**config.mk**
```make
export PLATFORM = sky130hd
export DESIGN_NAME = bitop_arbiter
export DESIGN_NICKNAME = d
export VERILOG_FILES = /design/src/rtl/bitop_arbiter_pkg.sv /design/src/rtl/bitop_unit.sv /design/src/rtl/bitop_arbiter.sv
export SDC_FILE = /design/constraint.sdc
export NUM_CORES = 1
export LEC_CHECK = 0
export CAP_MARGIN = 25
export CORE_UTILIZATION = 50
export DETAILED_ROUTE_END_ITERATION = 12
export MAX_ROUTING_LAYER = met4
export PLACE_DENSITY_LB_ADDON = 0.3
export REMOVE_ABC_BUFFERS = 1
export SLEW_MARGIN = 10
export SYNTH_ARGS = -nofsm -noshare
export SYNTH_HDL_FRONTEND = slang
export SYNTH_SLANG_ARGS = --single-unit
```
**constraint.sdc**
```tcl
create_clock -name clk -period 2.6 [get_ports clk]
set_clock_uncertainty 0.05 [all_clocks]
set_input_delay 0.52 -clock clk [delete_from_list [all_inputs] [get_ports clk]]
set_output_delay 0.52 -clock clk [all_outputs]
set_load 0.05 [all_outputs]
```
**src/rtl/bitop_arbiter_pkg.sv**
```systemverilog
// Shared constants for the bitwise-operation arbiter: opcodes, FSM encodings, requester count.
// Also carries the round-robin search helper used by the arbiter top.
package bitop_arbiter_pkg;

    localparam int NREQ = 4;

    typedef logic [1:0] opcode_t;
    typedef logic [1:0] state_t;

    localparam opcode_t OP_AND  = 2'b00;
    localparam opcode_t OP_OR   = 2'b01;
    localparam opcode_t OP_XOR  = 2'b10;
    localparam opcode_t OP_NAND = 2'b11;

    localparam state_t ST_IDLE   = 2'd0;
    localparam state_t ST_SETTLE = 2'd1;
    localparam state_t ST_DONE   = 2'd2;

    // First set request at or after 'start', wrapping 3 -> 0. Caller qualifies with |req.
    function automatic logic [1:0] rr_pick(input logic [NREQ-1:0] req, input logic [1:0] start);
        logic [1:0] idx;
        logic [1:0] pick;
        pick = start;
        for (int k = NREQ - 1; k >= 0; k--) begin
            idx = start + 2'(k);
            if (req[idx]) begin
                pick = idx;
            end
        end
        return pick;
    endfunction

endpackage

```
**src/rtl/bitop_unit.sv**
```systemverilog
// Purpose: shared combinational AND/OR/XOR/NAND unit built from gate primitives.
// Latency: purely combinational; the arbiter waits SETTLE cycles before sampling y.
// Backpressure: none; inputs come only from the arbiter's holding registers.
module bitop_unit
    import bitop_arbiter_pkg::*;
#(
    parameter int WIDTH = 8
) (
    input  logic [WIDTH-1:0] a,
    input  logic [WIDTH-1:0] b,
    input  opcode_t          op,
    output logic [WIDTH-1:0] y
);

    logic [WIDTH-1:0] y_and;
    logic [WIDTH-1:0] y_or;
    logic [WIDTH-1:0] y_xor;
    logic [WIDTH-1:0] y_nand;

    for (genvar i = 0; i < WIDTH; i++) begin : g_bit
        and  u_and  (y_and[i],  a[i], b[i]);
        or   u_or   (y_or[i],   a[i], b[i]);
        xor  u_xor  (y_xor[i],  a[i], b[i]);
        nand u_nand (y_nand[i], a[i], b[i]);
    end

    always_comb begin
        y = y_and;
        case (op)
            OP_AND:  y = y_and;
            OP_OR:   y = y_or;
            OP_XOR:  y = y_xor;
            OP_NAND: y = y_nand;
            default: y = y_and;
        endcase
    end

endmodule

```
**src/rtl/bitop_arbiter.sv**
```systemverilog
// Purpose: 4-way arbiter for one shared bitop unit; BITOP_FIXED_PRIO_EN selects fixed priority over round-robin.
// Latency: ack rises exactly SETTLE edges after the grant edge; one IDLE cycle separates operations.
// Backpressure: requesters hold req until ack; requests seen while busy wait for the next IDLE.
module bitop_arbiter
    import bitop_arbiter_pkg::*;
#(
    parameter int WIDTH  = 8,
    parameter int SETTLE = 2
) (
    input  logic                 clk,
    input  logic                 rst_n,
    input  logic [NREQ-1:0]      req,
    input  logic [2*NREQ-1:0]    op,
    input  logic [NREQ*WIDTH-1:0] a_bus,
    input  logic [NREQ*WIDTH-1:0] b_bus,
    output logic [NREQ-1:0]      ack,
    output logic [WIDTH-1:0]     result,
    output logic [1:0]           gnt_id,
    output logic                 busy
);

    localparam logic [3:0] SETTLE_LD = 4'(SETTLE - 1);

    state_t           state;
    logic [3:0]       cnt;
    opcode_t          hold_op;
    logic [WIDTH-1:0] hold_a;
    logic [WIDTH-1:0] hold_b;
    logic [WIDTH-1:0] unit_y;
    logic [1:0]       start;
    logic [1:0]       pick;

`ifdef BITOP_FIXED_PRIO_EN
    assign start = 2'd0;
`else
    logic [1:0] ptr;

    always_ff @(posedge clk or negedge rst_n) begin
        if (!rst_n) begin
            ptr <= 2'd0;
        end else if (state == ST_DONE) begin
            ptr <= gnt_id + 2'd1;
        end
    end

    assign start = ptr;
`endif

    assign pick = rr_pick(req, start);
    assign busy = (state != ST_IDLE);

    always_ff @(posedge clk or negedge rst_n) begin
        if (!rst_n) begin
            state   <= ST_IDLE;
            cnt     <= 4'd0;
            ack     <= '0;
            result  <= '0;
            gnt_id  <= 2'd0;
            hold_op <= OP_AND;
            hold_a  <= '0;
            hold_b  <= '0;
        end else begin
            case (state)
                ST_IDLE: begin
                    ack <= '0;
                    if (|req) begin
                        state   <= ST_SETTLE;
                        gnt_id  <= pick;
                        hold_op <= op[int'(pick)*2 +: 2];
                        hold_a  <= a_bus[int'(pick)*WIDTH +: WIDTH];
                        hold_b  <= b_bus[int'(pick)*WIDTH +: WIDTH];
                        cnt     <= SETTLE_LD;
                    end
                end
                ST_SETTLE: begin
                    // Unit output is only trusted once the counter has drained.
                    if (cnt != 4'd0) begin
                        cnt <= cnt - 4'd1;
                    end else begin
                        state  <= ST_DONE;
                        result <= unit_y;
                        ack    <= NREQ'(1) << gnt_id;
                    end
                end
                ST_DONE: begin
                    ack   <= '0;
                    state <= ST_IDLE;
                end
                default: begin
                    ack   <= '0;
                    state <= ST_IDLE;
                end
            endcase
        end
    end

    bitop_unit #(
        .WIDTH (WIDTH)
    ) u_unit (
        .a  (hold_a),
        .b  (hold_b),
        .op (hold_op),
        .y  (unit_y)
    );

endmodule
```
# --- Word level (Yosys, flattened, before mapping) ---
# Index checks and enable logic that the tools add are counted.
totals:
  register_bits: 40
  input_bits: 78
  out_inout_bits: 15
  word_cells: 94
classes:
  addsub: 5
  order_cmp: 4
  eq_ne: 8
  n_shift: 4
  mux: 21
  bitwise_logic: 33
  n_reduce_logical: 10
op_table:
  columns: ["op", "count"]
  rows:
  - ["variable part select 32 x 6 -> 8 bit", 2]
  - ["one-hot mux 8 bit (4 select lines)", 1]
  - ["two-way mux 4 bit", 4]
  - ["less-than comparator 2 x 3 -> 1 bit (second input constant)", 4]
  - ["two-way mux 2 bit", 6]
  - ["NOT 1 bit", 9]
  - ["AND 1 bit", 8]
  - ["binary-select mux 1 bit (select 2 bit)", 4]
  - ["bitwise OR 1 bit", 8]
  - ["one-hot mux 4 bit (2 select lines)", 1]
  - ["variable part select 8 x 4 -> 2 bit", 1]
  - ["XOR 1 bit", 8]
  - ["equality test 2 bit (second input constant)", 3]
  - ["!= test 2 bit (second input constant)", 3]
  - ["AND reduction 2 bit", 3]
  - ["adder 2 x 1 -> 2 bit (second input constant)", 2]
  - ["adder 2 bit (second input constant)", 2]
  - ["equality test 2 x 1 -> 1 bit (second input constant)", 2]
  - ["logical NOT 2 bit", 2]
  - ["two-way mux 1 bit", 4]
  - ["one-hot mux 2 bit (2 select lines)", 1]
  - ["nonzero test 2 bit", 2]
  - ["nonzero test 4 bit", 1]
  - ["OR reduction 4 bit", 1]
  - ["3 further kinds", 3]

# --- Longest topological paths before layout ---
logic_depth:
  ltp_word: 8
  ltp_mapped: 8
  depth_no_buf: 7

# --- Cells and area by module ---
# From an unflattened synthesis, not the netlist that was laid out.
unflattened:
  hier_cells: 265
  area_unflattened_um2: 2831.5
by_module_without_submodules:
  columns: ["mod", "instances", "cells_each", "area_each_um2", "seq_area_each_um2"]
  rows:
  - ["bitop_arbiter", 1, 206, 2278.4, 1001.0]
  - ["bitop_unit", 1, 59, 553.0, 0.0]

# --- Least setup slack after synthesis ---
# No wires, ideal clock.
synth_timing:
  path_type: "register to register"
  from: "reg state[0]"
  to: "reg hold_a[1]"
  setup_time_ns: 0.148
  t_arrival_ns: 1.876
  t_required_ns: 2.402
  slack_ns: 0.525
  stages_incl_launch_ff: 9
  n_path_buf: 3
  period_less_slack_ns: 2.075
  path_cell_list: "dfrtp_1 or2_1 a21o_1 buf_2 a21o_1 buf_2 buf_6 a211oi_2 a221oi_2"
synth_via:
  elab_chain_len: 2
synth_rtl:
  columns: ["item", "line_no", "text"]
  rows:
  - ["start: declaration", "bitop_arbiter.sv:24", "state_t state;"]
  - ["start signal: assignment", "bitop_arbiter.sv:54", "state <= ST_IDLE;"]
  - ["start signal: assignment", "bitop_arbiter.sv:67", "state <= ST_SETTLE;"]
  - ["start signal: assignment", "bitop_arbiter.sv:80", "state <= ST_DONE;"]
  - ["logical NOT 2 bit", "bitop_arbiter.sv:63", "case (state)"]
  - ["AND reduction 2 bit (no source line)", null, null]
  - ["end signal: assignment", "bitop_arbiter.sv:70", "hold_a <= a_bus[int'(pick)*WIDTH +: WIDTH];"]
  - ["end: declaration", "bitop_arbiter.sv:27", "logic [WIDTH-1:0] hold_a;"]
# Every way passes these cells.
# A chain may end at the register's enable or synchronous reset.

# --- Final worst setup path ---
layout_timing:
  from: "reg state[0]"
  to: "out busy"
layout_via:
  elab_chain_len: 1
layout_rtl:
  columns: ["item", "line_no", "text"]
  rows:
  - ["nonzero test 2 bit", "bitop_arbiter.sv:50", "assign busy = (state != ST_IDLE);"]
  - ["end: declaration", "bitop_arbiter.sv:19", "output logic busy"]
# Every way passes these cells.

==> flow_summary.yaml <==
logic_synthesis:
  postSynthCellCount: 281
  ys_warn_count: 0
  synth_top_area_share: 0.357
  yosys-top-cells-count: "dfrtp_1, inv_1, ha_1, nor2_1, mux2i_1"
  synth_edf_count: 0
  yosysTopAreaCell: "dfrtp_1"
  synth_area_mm2: 0.00281
  ys.flop_type: "dfrtp_1"
  netlist_top_cells_area: "dfrtp_1, ha_1, mux2i_1, o31a_1, a211oi_2"
  postSynthRegisterBits: 40
  synth_cell_type_count: 40
  synth.most_common_cell: "dfrtp_1"
  avgSynthCellArea_um2: 9.99
  yosysSeqAreaShare: 0.357
  synth-async-reset-ratio: 1.00
sta:
  slew_viol_final: 0
  max_freq_ghz: 0.444
  tightest_slew_ns: 0.955
  relSlewSlack: 0.363
  rsz0062_at_grt: "false"
  post-route-min-period_ns: 2.25
  finalSetupViolCount: 0
  hold_viol_final: 0
  min_period_over_period: 0.866
routing:
  first_pass_iters: 4
  drc: 0
  antenna_left: 0
  viasPerCell: 5.76
  vias: 2540
  routed_wl_um: 7110
  wl_per_cell_um: 16.1
  drtIter0Drc: 150
clocking:
  hold_buffers: 0
  clockBufferDepth: 2
  cts-buffers-inserted: 5
  cts_sinks: 40
  clkTransAtPathRegs_ns: 0.08
  clk_latency_ns: 0.30
  cts_setup_buffers: 0
  root_buffer: "clkbuf_8"
  postCtsResizedCells: 0
  ctsHtreeMaxLevel: 2
  cts_tree: "done"
critical_path:
  r2r-end: "cnt[3]$_DFFE_PN0P_"
  cp-start-kind: "flip-flop"
  crit_start: "state[0]$_DFFE_PN0P_"
  cp_max_fo: 4
  worst_r2r_path_depth: 7
  worstPathArrival_ns: 1.68
  cp.required_ns: 2.03
  rrSetupSlack_ns: 0.73
  end_kind: "output port"
  r2r-start: "cnt[0]$_DFFE_PN0P_"
  critPathKind: "flip-flop to output port"
pwr:
  p_comb_frac: 0.624
  p_leak_uw: 0.00166
  p_int_uw: 2310
  power.clock.fraction: 0.099
  powerDensity_mw_per_mm2: 1130
  power_frac_seq: 0.277
  switching_share: 0.473
  finalPower_uw: 4380
  ir_drop_mv: 0.721
  p_switching_uw: 2070
grt:
  grt_antenna_before_repair: 0
  grt_pass1_wl_um: 11600
  grt_pass1_vias: 2483
  overflow: 0
  track_usage: 0.258
  grt_max_degree: 41
layout:
  final_core_util: 0.738
  multi_input_area_mm2: 0.00159
  antenna_cells: 0
  final_layout_size_suffix_gt1_frac: 0.116
  fill_cells: 402
  areaGrowthSynthToFinish_pct: 38.5
  nets: 469
  regArea_mm2: 0.00100
floorplan:
  top_level_ports: 93
  start_util: 0.533
  dieWidth_um: 76.9
  die_area_mm2: 0.00592
  fp-row-count: 26
  fp.dieH_um: 76.9
  core_region_area_mm2: 0.00527
place:
  hpwlAfterDp_um: 5190
  place_congestion: 0.812
  port_buffers: 92
hold_path:
  hold_path_class: "input pin to async pin"
job:
  drv_cap: 0
status:
  status: "finished clean"
==> critical path: stages (launching register included) <==
cell             delay, ns
dfrtp_1               0.39
or2_1                 0.28
clkdlybuf4s50_1       0.71
==> per-layer routing <==
layer	global-route usage	up-vias	wire length [um]
met4	0.0827	0	116
met2	0.438	69	3570
li1	-	1221	-
met1	0.307	1239	3080
met3	0.0512	11	337
met5	-	-	0
==> placed cells by master, fill, tap and decap left out, drive strengths merged, types with 2 or more instances in the layout <==
cell type      count
clkdlybuf4s50     91
dfrtp             40
a211oi            27
inv               23
nor2              22
ha                21
mux2i             19
o31a              18
a21oi             18
o21ai             16
a221oi            16
nand2             14
buf               11
clkbuf             8
nand2b             4
a22o               4
nor2b              3
a21o               2
xor2               2
nor3               2
==> cell families (layout without fill, tap and decap cells) <==
family          count (synthesis)  count (layout)  share of synthesized area
xor+xnor                        2               2                    0.00624
flops                          40              40                      0.357
simple gates                   51              51                     0.0852
mux                            20              20                     0.0718
fa+ha+maj                      21              21                     0.0936
buf+inv                        43             133                     0.0776
compound gates                104             104                      0.309
==> registers in the layout (all words and copies together), names as in the netlist <==
name	cells
hold_a	8
hold_b	8
result	8
ack	4
cnt	4
gnt_id	2
hold_op	2
ptr	2
state	2
==> area by class of cell <==
type	instances	area share
inverters	23	0.0222
well taps	70	0.0225
multi-input cells	198	0.410
repair buffers	102	0.265
flip-flops and latches	40	0.257
clock buffers	8	0.0232
==> worst max path at each step <==
| stage | cells after the start | slack, ns | to |
|---|---|---|---|
| CTS | 2 | 0.34 | busy |
| detailed placement | 7 | 0.13 | hold_op[0]$_DFFE_PN0P_ |
| floorplan | 5 | -0.93 | hold_a[1]$_DFFE_PN0P_ |
| global placement | 7 | 0.17 | hold_op[0]$_DFFE_PN0P_ |
| finish | 2 | 0.35 | busy |
| global route | 2 | 0.29 | busy |
==> power by group through the flow <==
stage,clock network [uW],logic (uW),registers [uW]
4_1_cts,437,2740,1210
2_1_floorplan,0,1550,1490
3_5_place_dp,0,2720,1220
6_report,433,2740,1210
3_3_place_gp,0,2630,1210
5_1_grt,459,2980,1260
==> metrics by stage <==
step / setup TNS (ns) / setup WS, ns / area (um2) / hold slack (ns) / cells
5_1_grt: 0 / 0.291 / 3890 / 0.371 / 441
4_1_cts: 0 / 0.335 / 3890 / 0.329 / 441
2_1_floorplan: -16.97 / -0.932 / 2680 / 0.174 / 261
3_3_place_gp: 0 / 0.168 / 3800 / 0.418 / 433
6_report: 0 / 0.348 / 3890 / 0.290 / 441
3_5_place_dp: 0 / 0.128 / 3800 / 0.424 / 433
No activity file was read; power rests on OpenSTA's default activity.
